<file path="src/rtl/scan_sequencer_pkg.sv">
// Shared types and helpers for the 3-to-8 decoder channel sequencer.
// Holds the FSM state encoding, the channel geometry and the select mapping.
package scan_pkg;

  localparam int NUM_CH = 8;
  localparam int CH_W   = 3;

  typedef enum logic [1:0] {
    IDLE  = 2'd0,
    SETUP = 2'd1,
    DWELL = 2'd2,
    GAP   = 2'd3
  } state_e;

  // Returns {s_0,s_1,s_2}; s_0 carries the inverted MSB of the decoder wiring
  function automatic logic [2:0] ch_to_sel(input logic [CH_W-1:0] ch);
    return {~ch[2], ch[1], ch[0]};
  endfunction

endpackage

</file>
<file path="src/rtl/scan_sequencer_if.sv">
// Control and decoder-drive bundle between a scan controller and scan_sequencer.
// All signals are level/pulse wires; there is no handshake or backpressure.
interface scan_sequencer_if;
  import scan_pkg::*;

  logic              start;
  logic              stop;
  logic              mode_cont;
  logic [NUM_CH-1:0] ch_mask;
  logic              s_0;
  logic              s_1;
  logic              s_2;
  logic              e;
  logic [CH_W-1:0]   ch_idx;
  logic              busy;
  logic              sweep_done;

  modport master (
    output start, stop, mode_cont, ch_mask,
    input  s_0, s_1, s_2, e, ch_idx, busy, sweep_done
  );

  modport slave (
    input  start, stop, mode_cont, ch_mask,
    output s_0, s_1, s_2, e, ch_idx, busy, sweep_done
  );

endinterface

</file>
<file path="src/rtl/scan_sequencer_next_ch_finder.sv">
// Finds the lowest enabled channel above cur and the lowest enabled channel overall.
// Latency: combinational; backpressure: none.
module next_ch_finder
  import scan_pkg::*;
(
  input  logic [NUM_CH-1:0] mask,
  input  logic [CH_W-1:0]   cur,
  output logic [CH_W-1:0]   nxt,
  output logic              found_above,
  output logic [CH_W-1:0]   first,
  output logic              any
);

  // Descending scan so the last hit written is the lowest index
  always_comb begin
    nxt         = '0;
    found_above = 1'b0;
    first       = '0;
    any         = |mask;
    for (int i = NUM_CH - 1; i >= 0; i--) begin
      if (mask[i]) begin
        first = CH_W'(i);
        if (CH_W'(i) > cur) begin
          nxt         = CH_W'(i);
          found_above = 1'b1;
        end
      end
    end
  end

endmodule

</file>
<file path="src/rtl/scan_sequencer.sv">
// Sweeps the decoder select/enable over masked channels: setup, timed dwell, blanking gap.
// Latency: start sampled at edge T -> SETUP after T, e high after T+1; backpressure: none.
module scan_sequencer
  import scan_pkg::*;
#(
  parameter int DWELL_CYCLES = 16,
  parameter int GAP_CYCLES   = 2,
  parameter int CNT_W        = 8
) (
  input logic             clk,
  input logic             rst_n,
  scan_sequencer_if.slave bus
);

  localparam logic [CNT_W-1:0] DWELL_LOAD = CNT_W'(DWELL_CYCLES - 1);
  localparam logic [CNT_W-1:0] GAP_LOAD   = CNT_W'((GAP_CYCLES > 0) ? GAP_CYCLES - 1 : 0);

  state_e           state, state_nxt;
  logic [CNT_W-1:0] cnt, cnt_nxt;
  logic [CH_W-1:0]  ch_q, ch_nxt;
  logic             done_nxt;
  logic [2:0]       sel_q;
  logic             e_q;
  logic             busy_q;
  logic             done_q;

  logic [CH_W-1:0]  f_nxt;
  logic [CH_W-1:0]  f_first;
  logic             f_above;
  logic             f_any;

  state_e           adv_state;
  logic [CH_W-1:0]  adv_ch;
  logic             adv_done;

  next_ch_finder u_finder (
    .mask        (bus.ch_mask),
    .cur         (ch_q),
    .nxt         (f_nxt),
    .found_above (f_above),
    .first       (f_first),
    .any         (f_any)
  );

  // Where to go once a channel finishes; the mask is the live one
  always_comb begin
    adv_state = SETUP;
    adv_ch    = f_nxt;
    adv_done  = 1'b0;
    if (!f_above) begin
      adv_done = 1'b1;
      if (bus.mode_cont && f_any) begin
        adv_ch = f_first;
      end else begin
        adv_state = IDLE;
        adv_ch    = ch_q;
      end
    end
  end

  always_comb begin
    state_nxt = state;
    cnt_nxt   = cnt;
    ch_nxt    = ch_q;
    done_nxt  = 1'b0;
    unique case (state)
      IDLE: begin
        if (bus.start && !bus.stop && f_any) begin
          state_nxt = SETUP;
          ch_nxt    = f_first;
        end
      end
      SETUP: begin
        state_nxt = DWELL;
        cnt_nxt   = DWELL_LOAD;
      end
      DWELL: begin
        if (cnt == '0) begin
          if (GAP_CYCLES > 0) begin
            state_nxt = GAP;
            cnt_nxt   = GAP_LOAD;
          end else begin
            state_nxt = adv_state;
            ch_nxt    = adv_ch;
            done_nxt  = adv_done;
          end
        end else begin
          cnt_nxt = cnt - CNT_W'(1);
        end
      end
      GAP: begin
        if (cnt == '0) begin
          state_nxt = adv_state;
          ch_nxt    = adv_ch;
          done_nxt  = adv_done;
        end else begin
          cnt_nxt = cnt - CNT_W'(1);
        end
      end
      default: state_nxt = IDLE;
    endcase
    // Abort keeps the last channel on the select lines and suppresses sweep_done
    if (bus.stop && state != IDLE) begin
      state_nxt = IDLE;
      ch_nxt    = ch_q;
      done_nxt  = 1'b0;
    end
  end

  always_ff @(posedge clk or negedge rst_n) begin
    if (!rst_n) begin
      state  <= IDLE;
      cnt    <= '0;
      ch_q   <= '0;
      sel_q  <= 3'b100;
      e_q    <= 1'b0;
      busy_q <= 1'b0;
      done_q <= 1'b0;
    end else begin
      state  <= state_nxt;
      cnt    <= cnt_nxt;
      ch_q   <= ch_nxt;
      sel_q  <= ch_to_sel(ch_nxt);
      e_q    <= (state_nxt == DWELL);
      busy_q <= (state_nxt != IDLE);
      done_q <= done_nxt;
    end
  end

  assign bus.s_0        = sel_q[2];
  assign bus.s_1        = sel_q[1];
  assign bus.s_2        = sel_q[0];
  assign bus.e          = e_q;
  assign bus.ch_idx     = ch_q;
  assign bus.busy       = busy_q;
  assign bus.sweep_done = done_q;

endmodule

</file>
<file path="src/flat_wrapper.sv">
// flat-port wrapper written by rule: the top's interface ports become plain ports
module scan_sequencer_flat import scan_pkg::*;
#(
  parameter int DWELL_CYCLES = 16,
  parameter int GAP_CYCLES   = 2,
  parameter int CNT_W        = 8
)
  (clk, rst_n, bus_start, bus_stop, bus_mode_cont, bus_ch_mask, bus_s_0, bus_s_1, bus_s_2, bus_e, bus_ch_idx, bus_busy, bus_sweep_done);
  scan_sequencer_if bus_i ();
  input logic clk;
  input logic rst_n;
  input wire logic [$bits(bus_i.start)-1:0] bus_start;
  input wire logic [$bits(bus_i.stop)-1:0] bus_stop;
  input wire logic [$bits(bus_i.mode_cont)-1:0] bus_mode_cont;
  input wire logic [$bits(bus_i.ch_mask)-1:0] bus_ch_mask;
  output wire logic [$bits(bus_i.s_0)-1:0] bus_s_0;
  output wire logic [$bits(bus_i.s_1)-1:0] bus_s_1;
  output wire logic [$bits(bus_i.s_2)-1:0] bus_s_2;
  output wire logic [$bits(bus_i.e)-1:0] bus_e;
  output wire logic [$bits(bus_i.ch_idx)-1:0] bus_ch_idx;
  output wire logic [$bits(bus_i.busy)-1:0] bus_busy;
  output wire logic [$bits(bus_i.sweep_done)-1:0] bus_sweep_done;
  assign bus_i.start = bus_start;
  assign bus_i.stop = bus_stop;
  assign bus_i.mode_cont = bus_mode_cont;
  assign bus_i.ch_mask = bus_ch_mask;
  assign bus_s_0 = bus_i.s_0;
  assign bus_s_1 = bus_i.s_1;
  assign bus_s_2 = bus_i.s_2;
  assign bus_e = bus_i.e;
  assign bus_ch_idx = bus_i.ch_idx;
  assign bus_busy = bus_i.busy;
  assign bus_sweep_done = bus_i.sweep_done;
  scan_sequencer #(.DWELL_CYCLES(DWELL_CYCLES), .GAP_CYCLES(GAP_CYCLES), .CNT_W(CNT_W)) u_core (.clk(clk), .rst_n(rst_n), .bus(bus_i));
endmodule
</file>
<file path="config.mk">
export PLATFORM = sky130hd
export DESIGN_NAME = scan_sequencer_flat
export DESIGN_NICKNAME = d
export VERILOG_FILES = /design/src/rtl/scan_sequencer_pkg.sv /design/src/rtl/scan_sequencer_if.sv /design/src/rtl/scan_sequencer_next_ch_finder.sv /design/src/rtl/scan_sequencer.sv /design/src/flat_wrapper.sv
export SDC_FILE = /design/constraint.sdc
export NUM_CORES = 1
export LEC_CHECK = 0
export ABC_AREA = 0
export CORE_ASPECT_RATIO = 1.2
export CORE_UTILIZATION = 60
export CTS_BUF_LIST = sky130_fd_sc_hd__clkbuf_4 sky130_fd_sc_hd__clkbuf_8
export DETAILED_ROUTE_END_ITERATION = 7
export DONT_BUFFER_PORTS = 1
export GPL_TIMING_DRIVEN = 0
export PLACE_DENSITY_LB_ADDON = 0.08
export SYNTH_ARGS = -nofsm -noshare
export SYNTH_HDL_FRONTEND = slang
export SYNTH_HIERARCHICAL = 1
export SYNTH_SLANG_ARGS = --single-unit
</file>
<file path="constraint.sdc">
create_clock -name clk -period 3.5 [get_ports clk]
set_input_delay 0.7 -clock clk [delete_from_list [all_inputs] [get_ports clk]]
set_output_delay 0.7 -clock clk [all_outputs]
set_load 0.005 [all_outputs]
</file>
Yosys cells after proc, flatten, opt, wreduce, memory -nomap -nowiden
Index checks and enable logic that the tools add are counted.
- register bits: 19
- bits of input ports: 13
- output and inout port bits: 9
- word-level logic and storage cells: 94
- add/subtract/negate cells: 1
- magnitude comparators: 8
- equal/unequal tests: 5
- multiplexer cells: 60
- bitwise operators: 1
- reduce and logical (&&, ||, !) cells: 12
- operator list (kind ; number):
    $mux W3 ; 29
    $pmux W8 S3 ; 1
    $mux W1 ; 22
    $mux W8 ; 2
    $gt A3 B3 Y1 const A ; 4
    $logic_not A8 Y1 ; 1
    $mux W2 ; 4
    $pmux W2 S4 ; 1
    $reduce_or A8 Y1 ; 1
    $sub A8 B1 Y8 const B ; 1
    $eq A2 B2 Y1 const B ; 3
    $gt A1 B3 Y1 const A ; 2
    $gt A2 B3 Y1 const A ; 2
    $pmux W3 S2 ; 1
    $logic_and A1 B1 Y1 ; 4
    $reduce_bool A2 Y1 ; 2
    $reduce_bool A3 Y1 ; 1
    $eq A2 B1 Y1 const B ; 1
    $logic_not A2 Y1 ; 1
    $ne A2 B2 Y1 const B ; 1
    $reduce_and A2 Y1 ; 1
    $logic_not A1 Y1 ; 1
    $not A1 Y1 ; 1

Longest topological paths before layout
Gate-level depths: netlist of the first run.
- word-level depth: 22
- gate-level depth with buffers: 9
- mapped depth without buffers: 8

Modules after synthesis
The synthesis of the first run kept the hierarchy.
- by module, submodules not included (module ; times used ; cells an instance ; area an instance (µm²) ; sequential area each (µm²)):
    scan_sequencer ; 1 ; 112 ; 1048.5 ; 426.7
    next_ch_finder ; 1 ; 40 ; 240.2 ; 0.0

Least setup slack after synthesis of the first run
OpenSTA, ideal clock, no wires.
- path kind: register to register
- start: reg u_core.cnt[0]
- end: reg u_core.sel_q[0]
- library setup time: 126 ps
- data arrival time: 1890 ps
- data required time: 3374 ps
- path slack: 1484 ps
- cell stages (with the launch flop): 7
- buffers on the path: 0
- period minus slack after synthesis: 2016 ps
- cells stage by stage: dfrtp_1 > inv_1 > ha_1 > or4b_4 > o41ai_4 > nand4b_2 > a221o_1
- cells in the longest elaborated chain, start to end: 4
- RTL lines (item ; line ; RTL):
    start, declared ; scan_sequencer.sv:19 ; logic [CNT_W-1:0] cnt, cnt_nxt;
    start signal, assigned ; scan_sequencer.sv:121 ; cnt <= cnt_nxt;
    $logic_not A8 Y1 ; scan_sequencer.sv:78, scan_sequencer.sv:92 ;
    $mux W3 ; scan_sequencer.sv:92 ; if (cnt == '0) begin
    $pmux W3 S2 ; scan_sequencer.sv:66 ; unique case (state)
    $mux W3 ; scan_sequencer.sv:103 ; if (bus.stop && state != IDLE) begin
    end signal, assigned ; scan_sequencer.sv:123 ; sel_q <= ch_to_sel(ch_nxt);
    end, declared ; scan_sequencer.sv:22 ; logic [2:0] sel_q;
No other way between the ends.
A chain may end at the register's enable or synchronous reset.

Worst setup path after layout of the first run
- start: reg u_core.cnt[0]
- end: reg u_core.ch_q[2] (netlist: u_core/bus.ch_idx[2])
- cells in the longest elaborated chain, start to end: 4
- RTL lines (item ; line ; RTL):
    $logic_not A8 Y1 ; scan_sequencer.sv:78, scan_sequencer.sv:92 ;
    $mux W3 ; scan_sequencer.sv:92 ;
    $pmux W3 S2 ; scan_sequencer.sv:66 ;
    $mux W3 ; scan_sequencer.sv:103 ;
    net u_core.ch_nxt[2] ; scan_sequencer.sv:20 ; logic [CH_W-1:0] ch_q, ch_nxt;
    end signal, assigned ; scan_sequencer.sv:122 ; ch_q <= ch_nxt;
    end, declared ; scan_sequencer.sv:20 ;
The timed path passes the listed nets, and every way through them passes these cells.

==> impl_results.md, run 1 <==
* Outcome: complete, no violations
* Via density at 6.42
* Initial Util at between 60% and 70%
* Post-synth top cells: 19 x nand2_1, 16 x dfrtp_1, 10 x a21oi_1, 10 x nor2_1, 10 x o21ai_0
* Clock power share at between 10% and 20%
* RSZ-0062 raised after global routing: false
* Clk pin slew, worst setup/hold paths at ~0.11 ns
* Maxcap violations at 0
* Post-CTS setup buffer count at 0
* GRT Residual Overflow at 0
* Die width at between 40 and 50 um
* Wire length per cell at around 15 um
* Worst slew pin tran at 0.768 ns
* Power Dens Cells at between 600 and 700 nW/um2
* N_diodes at 0
* Logic pwr share at 48.1%
* Ys async rst share at between 90% and 100%
* Fin util at approximately 66%
* Top FF cell, synth: dfrtp_1
* Worst setup SP type: flop
* Post-synthesis sequential area ratio at ~33%
* CTS Root Cell: clkbuf_4
* Pre-CTS WS at between 1 and 1.5 ns
* PortBufs at 0
* Cell count after placement at approximately 180
* Slew Limit Fails at 0
* Hold Buf Count CTS at 0
* Count leader, synth: nand2_1
* Num CTS Buffers at 3
* DRT iter0 DRCs at 31
* Vias in the first global route at around 1200
* Clock Path Buffers at 2
* Cell row count at 18
* Non-filler cells, final at ~190
* Crit path DAT at roughly 2.6 ns
* Hold crit path type: input pin to asynchronous set/reset pin
* Crit path time final at about 2.3 ns
* Sequential share of power at about two fifths
* Sw Ratio at 44.5%
* WP data required at 3.75 ns
* Reg2Reg Setup Slack at between 1 and 1.5 ns
* Share of the synthesized area in the top cell type at 31.1%
* Setup CP Type: flop to flop
* Worst setup EP type: flop
* Drt drc at 0
* Synth Area per Inst at around 8.5 um2
* Number of routed nets with antenna violations at 0
* Final setup margin at 1.21 ns
* Max FO, Critical Path at 7
* Internal Pwr Total at roughly 460 uW
* # fillers at approximately 170
* Max Fclk at 436 MHz
* Tcrit/Tclk final at roughly two thirds
* Yosys warns at 6
* Max H-tree Level at 1
* First-pass GRT wire length at 4820 um
* Worst-skew pair later-pin latency at approximately 0.30 ns
* DR pass1 iterations at 4
* CTS tree: done
* Mapped Cells at between 150 and 200
* Setup tns final at 0 ns
* Syn Nets at 170
* Routed WL at ~2900 um
* Ports at 22
* Die extent in y at roughly 53 um
* Skew final at 0.0142 ns
* P&R area growth vs syn at 5.24%
* Slew HR at 48.4%
* Gr usage total at roughly 28%
* Layout net count at approximately 180
* Via Count at approximately 1200
* Worst IR drop on VDD at roughly 0.46 mV
* Die Area at between 2000 and 2500 um2
* Largest net degree at the start of global routing at 18
* # setup viols final at 0
* Syn Std Cell Area at approximately 1300 um2
* Yosys cell types at 48
* Cell leakage power at ~0.57 nW
* GP Congestion at 0.863
* CTS Sinks at 17
* Placeable Area at roughly 2000 um2
* Final Hold Viols at 0
* Largest cells by area after synthesis: dfrtp_1 31%, nand2_1 5.5%, ha_1 4.9%
* Layout cells sized above 1 at a little over a tenth
* EDFF count, synth at 0
* Initial antenna violation count at 0
* Switching pwr at approximately 360 uW
* Flops & latches, synth at 17
* Post_cts resized at 0
* Hpwl dp at between 2000 and 2500 um
* Cell taking the most area after synthesis: dfrtp_1
logic make-up after synthesis:
group / share of synthesized area (%)
adder cells (fa/ha/maj): 4.85
flip-flops: 33.1
AO/OA/AOI/OAI: 26.6
AND/OR/NAND/NOR: 27.7
multiplexers: 3.11
buffers and inverters: 4.66
registers in the layout, indices dropped and copies added (netlist names):
register,cells
u_core/bus.e,1
u_core/state,2
u_core/bus.busy,1
u_core/bus.ch_idx,1
u_core/cnt,8
u_core/bus.sweep_done,1
u_core/sel_q,3
placed cells by master, fill, tap and decap left out, drive strengths merged, types with 2 or more instances in the layout:
cell type and count:
a211oi 2, a21oi 10, a221o 3, a31oi 4
and2 4, and3 2, buf 3, clkbuf 4
dfrtp 16, ha 5, inv 9, mux2i 4
nand2 20, nand2b 2, nand3 2, nand3b 2
nand4b 2, nor2 10, nor2b 5, nor3 6
nor3b 2, nor4 4, o21ai 13, o22ai 3
o41ai 2
layout make-up:
class	count	area, um2	share of cell area [%]
plain buffers	4	26.3	1.94
clock buffers	3	22.5	1.66
clock inverters	1	7.51	0.554
inverters	9	33.8	2.49
multi-input cells	122	802	59.1
flip-flops and latches	17	427	31.5
well taps	30	37.5	2.77
critical path, stage by stage, from the launching register on:
cell     delay, ns
dfrtp_1       0.43
inv_1         0.10
ha_1          0.18
nor4b_2       0.53
nand2_1       0.31
nor3_1        0.49
a221o_1       0.22
path summary, 6_finish.rpt:
check                      depth (start not counted)           from                    to
setup / recovery                                   6  u_core/cnt[0]  u_core/bus.ch_idx[2]
max in group asynchronous                          0          rst_n       u_core/sel_q[2]
setup reg to reg                                   6  u_core/cnt[0]  u_core/bus.ch_idx[2]
hold / removal                                     0          rst_n       u_core/bus.busy
hold reg to reg                                    1  u_core/cnt[0]         u_core/cnt[0]
min in group clk                                   1       bus_stop       u_core/state[0]
metal layers:
layer | track usage [%] | part of all wire (%)
met5 | 0 | 0
met4 | 10.6 | 1.3
met3 | 5.17 | 4.0
met2 | 53.2 | 54
met1 | 31.0 | 40
power by group through the flow:
stage / clock network [mW] / logic [mW] / registers (mW)
CTS: 0.114 / 0.393 / 0.313
global placement: 0 / 0.375 / 0.315
floorplan: 0 / 0.317 / 0.300
global route: 0.119 / 0.454 / 0.326
finish: 0.111 / 0.395 / 0.315
detailed placement: 0 / 0.391 / 0.317
metrics by stage:
step	hold WS (ns)	area, um2	power (mW)
final	0.0706	1360	0.820
after global routing	0.0529	1360	0.898
after CTS	0.0627	1360	0.821
after detailed placement	0.405	1330	0.708
after global placement	0.405	1330	0.690
after floorplan	0.404	1290	0.617
Power figures use the tool's default switching activity.
==> inputs of run 2 (changes only) <==
--- a/config.mk
+++ b/config.mk
@@ -7,7 +7,7 @@
 export LEC_CHECK = 0
 export ABC_AREA = 0
 export CORE_ASPECT_RATIO = 1.2
-export CORE_UTILIZATION = 60
+export CORE_UTILIZATION = 59
 export CTS_BUF_LIST = sky130_fd_sc_hd__clkbuf_4 sky130_fd_sc_hd__clkbuf_8
 export DETAILED_ROUTE_END_ITERATION = 7
 export DONT_BUFFER_PORTS = 1
==> constraint.sdc (replaced) <==
create_clock -name clk -period 2.1 [get_ports clk]
set_input_delay 0.42 -clock clk [delete_from_list [all_inputs] [get_ports clk]]
set_output_delay 0.42 -clock clk [all_outputs]
set_load 0.005 [all_outputs]
==> impl_results.md, run 2 (synthesis gave the netlist of run 1 again) <==
* Outcome: complete, no violations (unchanged)
* CP cell instances: inv_2, ha_4, or4b_4, o41ai_4, nand4b_4, a221o_1 (was inv_1, ha_1, nor4b_2, nand2_1, nor3_1, a221o_1)
* Die Area at 2380 um2 (was 2340 um2)
* Crit path DAT at 2.23 ns (was 2.55 ns)
* Die extent in y at 53.2 um (was 52.8 um)
* P&R area growth vs syn at 13.8% (was 5.24%)
* Number of routed nets with antenna violations at 0 (unchanged)
* Num CTS Buffers at 3 (unchanged)
* Crit path time final at 2.05 ns (was 2.29 ns)
* Cell leakage power at 0.610 nW (was 0.573 nW)
* Wire length per cell at 15.6 um (was 15.3 um)
* Reg2Reg Setup Slack at 0.05 ns (was 1.21 ns)
* Sw Ratio at 44.1% (was 44.5%)
* CTS Sinks at 17 (unchanged)
* GP Congestion at 0.827 (was 0.863)
* # fillers at 162 (was 169)
* DR pass1 iterations at 4 (unchanged)
* Maxcap violations at 0 (unchanged)
* Skew final at 0.00321 ns (was 0.0142 ns)
* Internal Pwr Total at 826 uW (was 455 uW)
* Via Count at 1235 (was 1195)
* Worst stage delay on the critical path at 0.49 ns (was 0.53 ns)
* PortBufs at 0 (unchanged)
* Final Hold Viols at 0 (unchanged)
* Layout net count at 183 (was 175)
* N_diodes at 0 (unchanged)
* Slew HR at 49.4% (was 48.4%)
* Fin area at 1470 um2 (was 1360 um2)
* Setup CP Type: flop to flop (unchanged)
* # setup viols final at 0 (unchanged)
* Max Fclk at 487 MHz (was 436 MHz)
* Slew Limit Fails at 0 (unchanged)
* WP data required at 2.28 ns (was 3.75 ns)
* Largest net degree at the start of global routing at 18 (unchanged)
* Switching pwr at 653 uW (was 365 uW)
* Initial antenna violation count at 0 (unchanged)
* Worst setup SP type: flop (unchanged)
* Max FFs per register at 8 (unchanged)
* First-pass GRT wire length at 4770 um (was 4820 um)
* Worst IR drop on VDD at 0.673 mV (was 0.462 mV)
* Cell row count at 18 (unchanged)
* Commonest non-fill, non-tap cell in the layout: nand2_1 (unchanged)
* Regs by FF count: u_core/cnt: 8 flops, u_core/sel_q: 3 flops, u_core/state: 2 flops (unchanged)
* Layout cells sized above 1 at 19.5% (was 10.9%)
* Max H-tree Level at 1 (unchanged)
* Slowest cell on crit path: or4b_4 (was nor4b_2)
* Most flops, register: u_core/cnt (unchanged)
* Clock Path Buffers at 2 (unchanged)
* Most frequent cells in the layout: 19 x nand2_1, 14 x dfrtp_1, 10 x nor2_1, 10 x a21oi_1, 10 x buf_4 (was 19 x nand2_1, 16 x dfrtp_1, 10 x nor2_1, 10 x o21ai_0, 10 x a21oi_1)
* Hpwl dp at 2180 um (was 2210 um)
* Clk pin slew, worst setup/hold paths at 0.10 ns (was 0.11 ns)
* CTS Root Cell: clkbuf_4 (unchanged)
* Ports at 22 (unchanged)
* Max FO, Critical Path at 4 (was 7)
* Worst-skew pair later-pin latency at 0.29 ns (was 0.30 ns)
* Die width at 44.7 um (was 44.3 um)
* Logic pwr share at 52.5% (was 48.1%)
* Hold crit path type: input pin to flop (was input pin to asynchronous set/reset pin)
* Clock power share at 11.7% (was 13.5%)
* Placement Cell Area at 1330 um2 (unchanged)
* Placeable Area at 2050 um2 (unchanged)
* Power Dens Cells at 1010 nW/um2 (was 605 nW/um2)
* Drt drc at 0 (unchanged)
* Tot Pwr at 1.48 mW (was 820 uW)
* Gr usage total at 27.2% (was 28.5%)
* Worst setup EP type: flop (unchanged)
* Fin util at 71.6% (was 66.2%)
* Tcrit/Tclk final at 97.7% (was 65.6%)
* Via density at 6.37 (was 6.42)
* Worst slew pin tran at 0.756 ns (was 0.768 ns)
* GRT Residual Overflow at 0 (unchanged)
* Vias in the first global route at 1172 (was 1157)
* DRT iter0 DRCs at 29 (was 31)
* Routed WL at 3030 um (was 2850 um)
* Initial Util at 62.9% (unchanged)
* Setup tns final at 0 ns (unchanged)
* CTS tree: done (unchanged)
* Sequential share of power at 35.8% (was 38.4%)
[run 2: cell types whose count changed in the layout (fill, tap and decap cells not counted), sizes merged]
| cell | change |
|---|---|
| buf | +7 |
| clkinv | +1 |
| clkinvlp | -1 |
| dlygate4sd3 | +1 |
[run 2: critical path, delay by kind of cell, from the launching register on]
kind / cells / cell delay (ns)
compound gates: 2 / 0.63
fa+ha+maj: 1 / 0.14
buf+inv: 1 / 0.10
flops: 1 / 0.42
simple gates: 2 / 0.65
[run 2: timing repair]
action | in CTS | in global routing
hold buffers | 1 | 0
setup endpoints to repair | 7 | 7
resized for setup | 7 | 5
hold endpoints to repair | 17 | 0
pin swaps | 7 | 1
buffers inserted | 7 | 0
[run 2: worst paths after layout]
check / depth (start not counted) / endpoint / start
max: 6 / u_core/sel_q[1] / u_core/cnt[1]
min: 1 / u_core/state[0] / bus_stop
max reg2reg: 6 / u_core/sel_q[1] / u_core/cnt[1]
min reg2reg: 1 / u_core/sel_q[2] / u_core/bus.ch_idx[2]
max in group asynchronous: 1 / u_core/sel_q[1] / rst_n
min in group asynchronous: 1 / u_core/state[1] / rst_n
[run 2: power by group through the flow]
stage               sequential (mW)  clock (mW)  combinational, mW
finish                        0.530       0.173              0.776
global route                  0.545       0.189              0.866
CTS                           0.523       0.176              0.747
detailed placement            0.531           0              0.642
global placement              0.526           0              0.625
floorplan                     0.499           0              0.528
[run 2: layer usage]
| layer | routed length (um) | global-route usage [%] | vias up | share of wire (%) |
|---|---|---|---|---|
| met5 | 0 | 0 | - | 0 |
| met4 | 36 | 7.58 | 0 | 1.2 |
| li1 | - | - | 597 | - |
| met2 | 1590 | 53.2 | 46 | 52 |
| met3 | 159 | 4.78 | 4 | 5.2 |
| met1 | 1250 | 28.9 | 588 | 41 |
[run 2: final cells by class]
class | instances | area [um2] | share of cell area [%]
Sequential cell | 17 | 429 | 29.3
Inverter | 9 | 33.8 | 2.30
Buffer | 4 | 26.3 | 1.79
Clock buffer | 3 | 22.5 | 1.54
Multi-Input combinational cell | 122 | 850 | 57.9
Timing Repair Buffer | 8 | 62.6 | 4.27
Clock inverter | 1 | 5.00 | 0.341
Tap cell | 30 | 37.5 | 2.56
[run 2: per-stage QoR]
stage	setup slack, ns	hold WS (ns)	cells
finish	0.0485	0.237	194
global route	-0.00219	0.225	194
CTS	0.0116	0.234	194
detailed placement	-0.132	0.125	182
global placement	-0.103	0.125	182
floorplan	0.0838	0.124	152
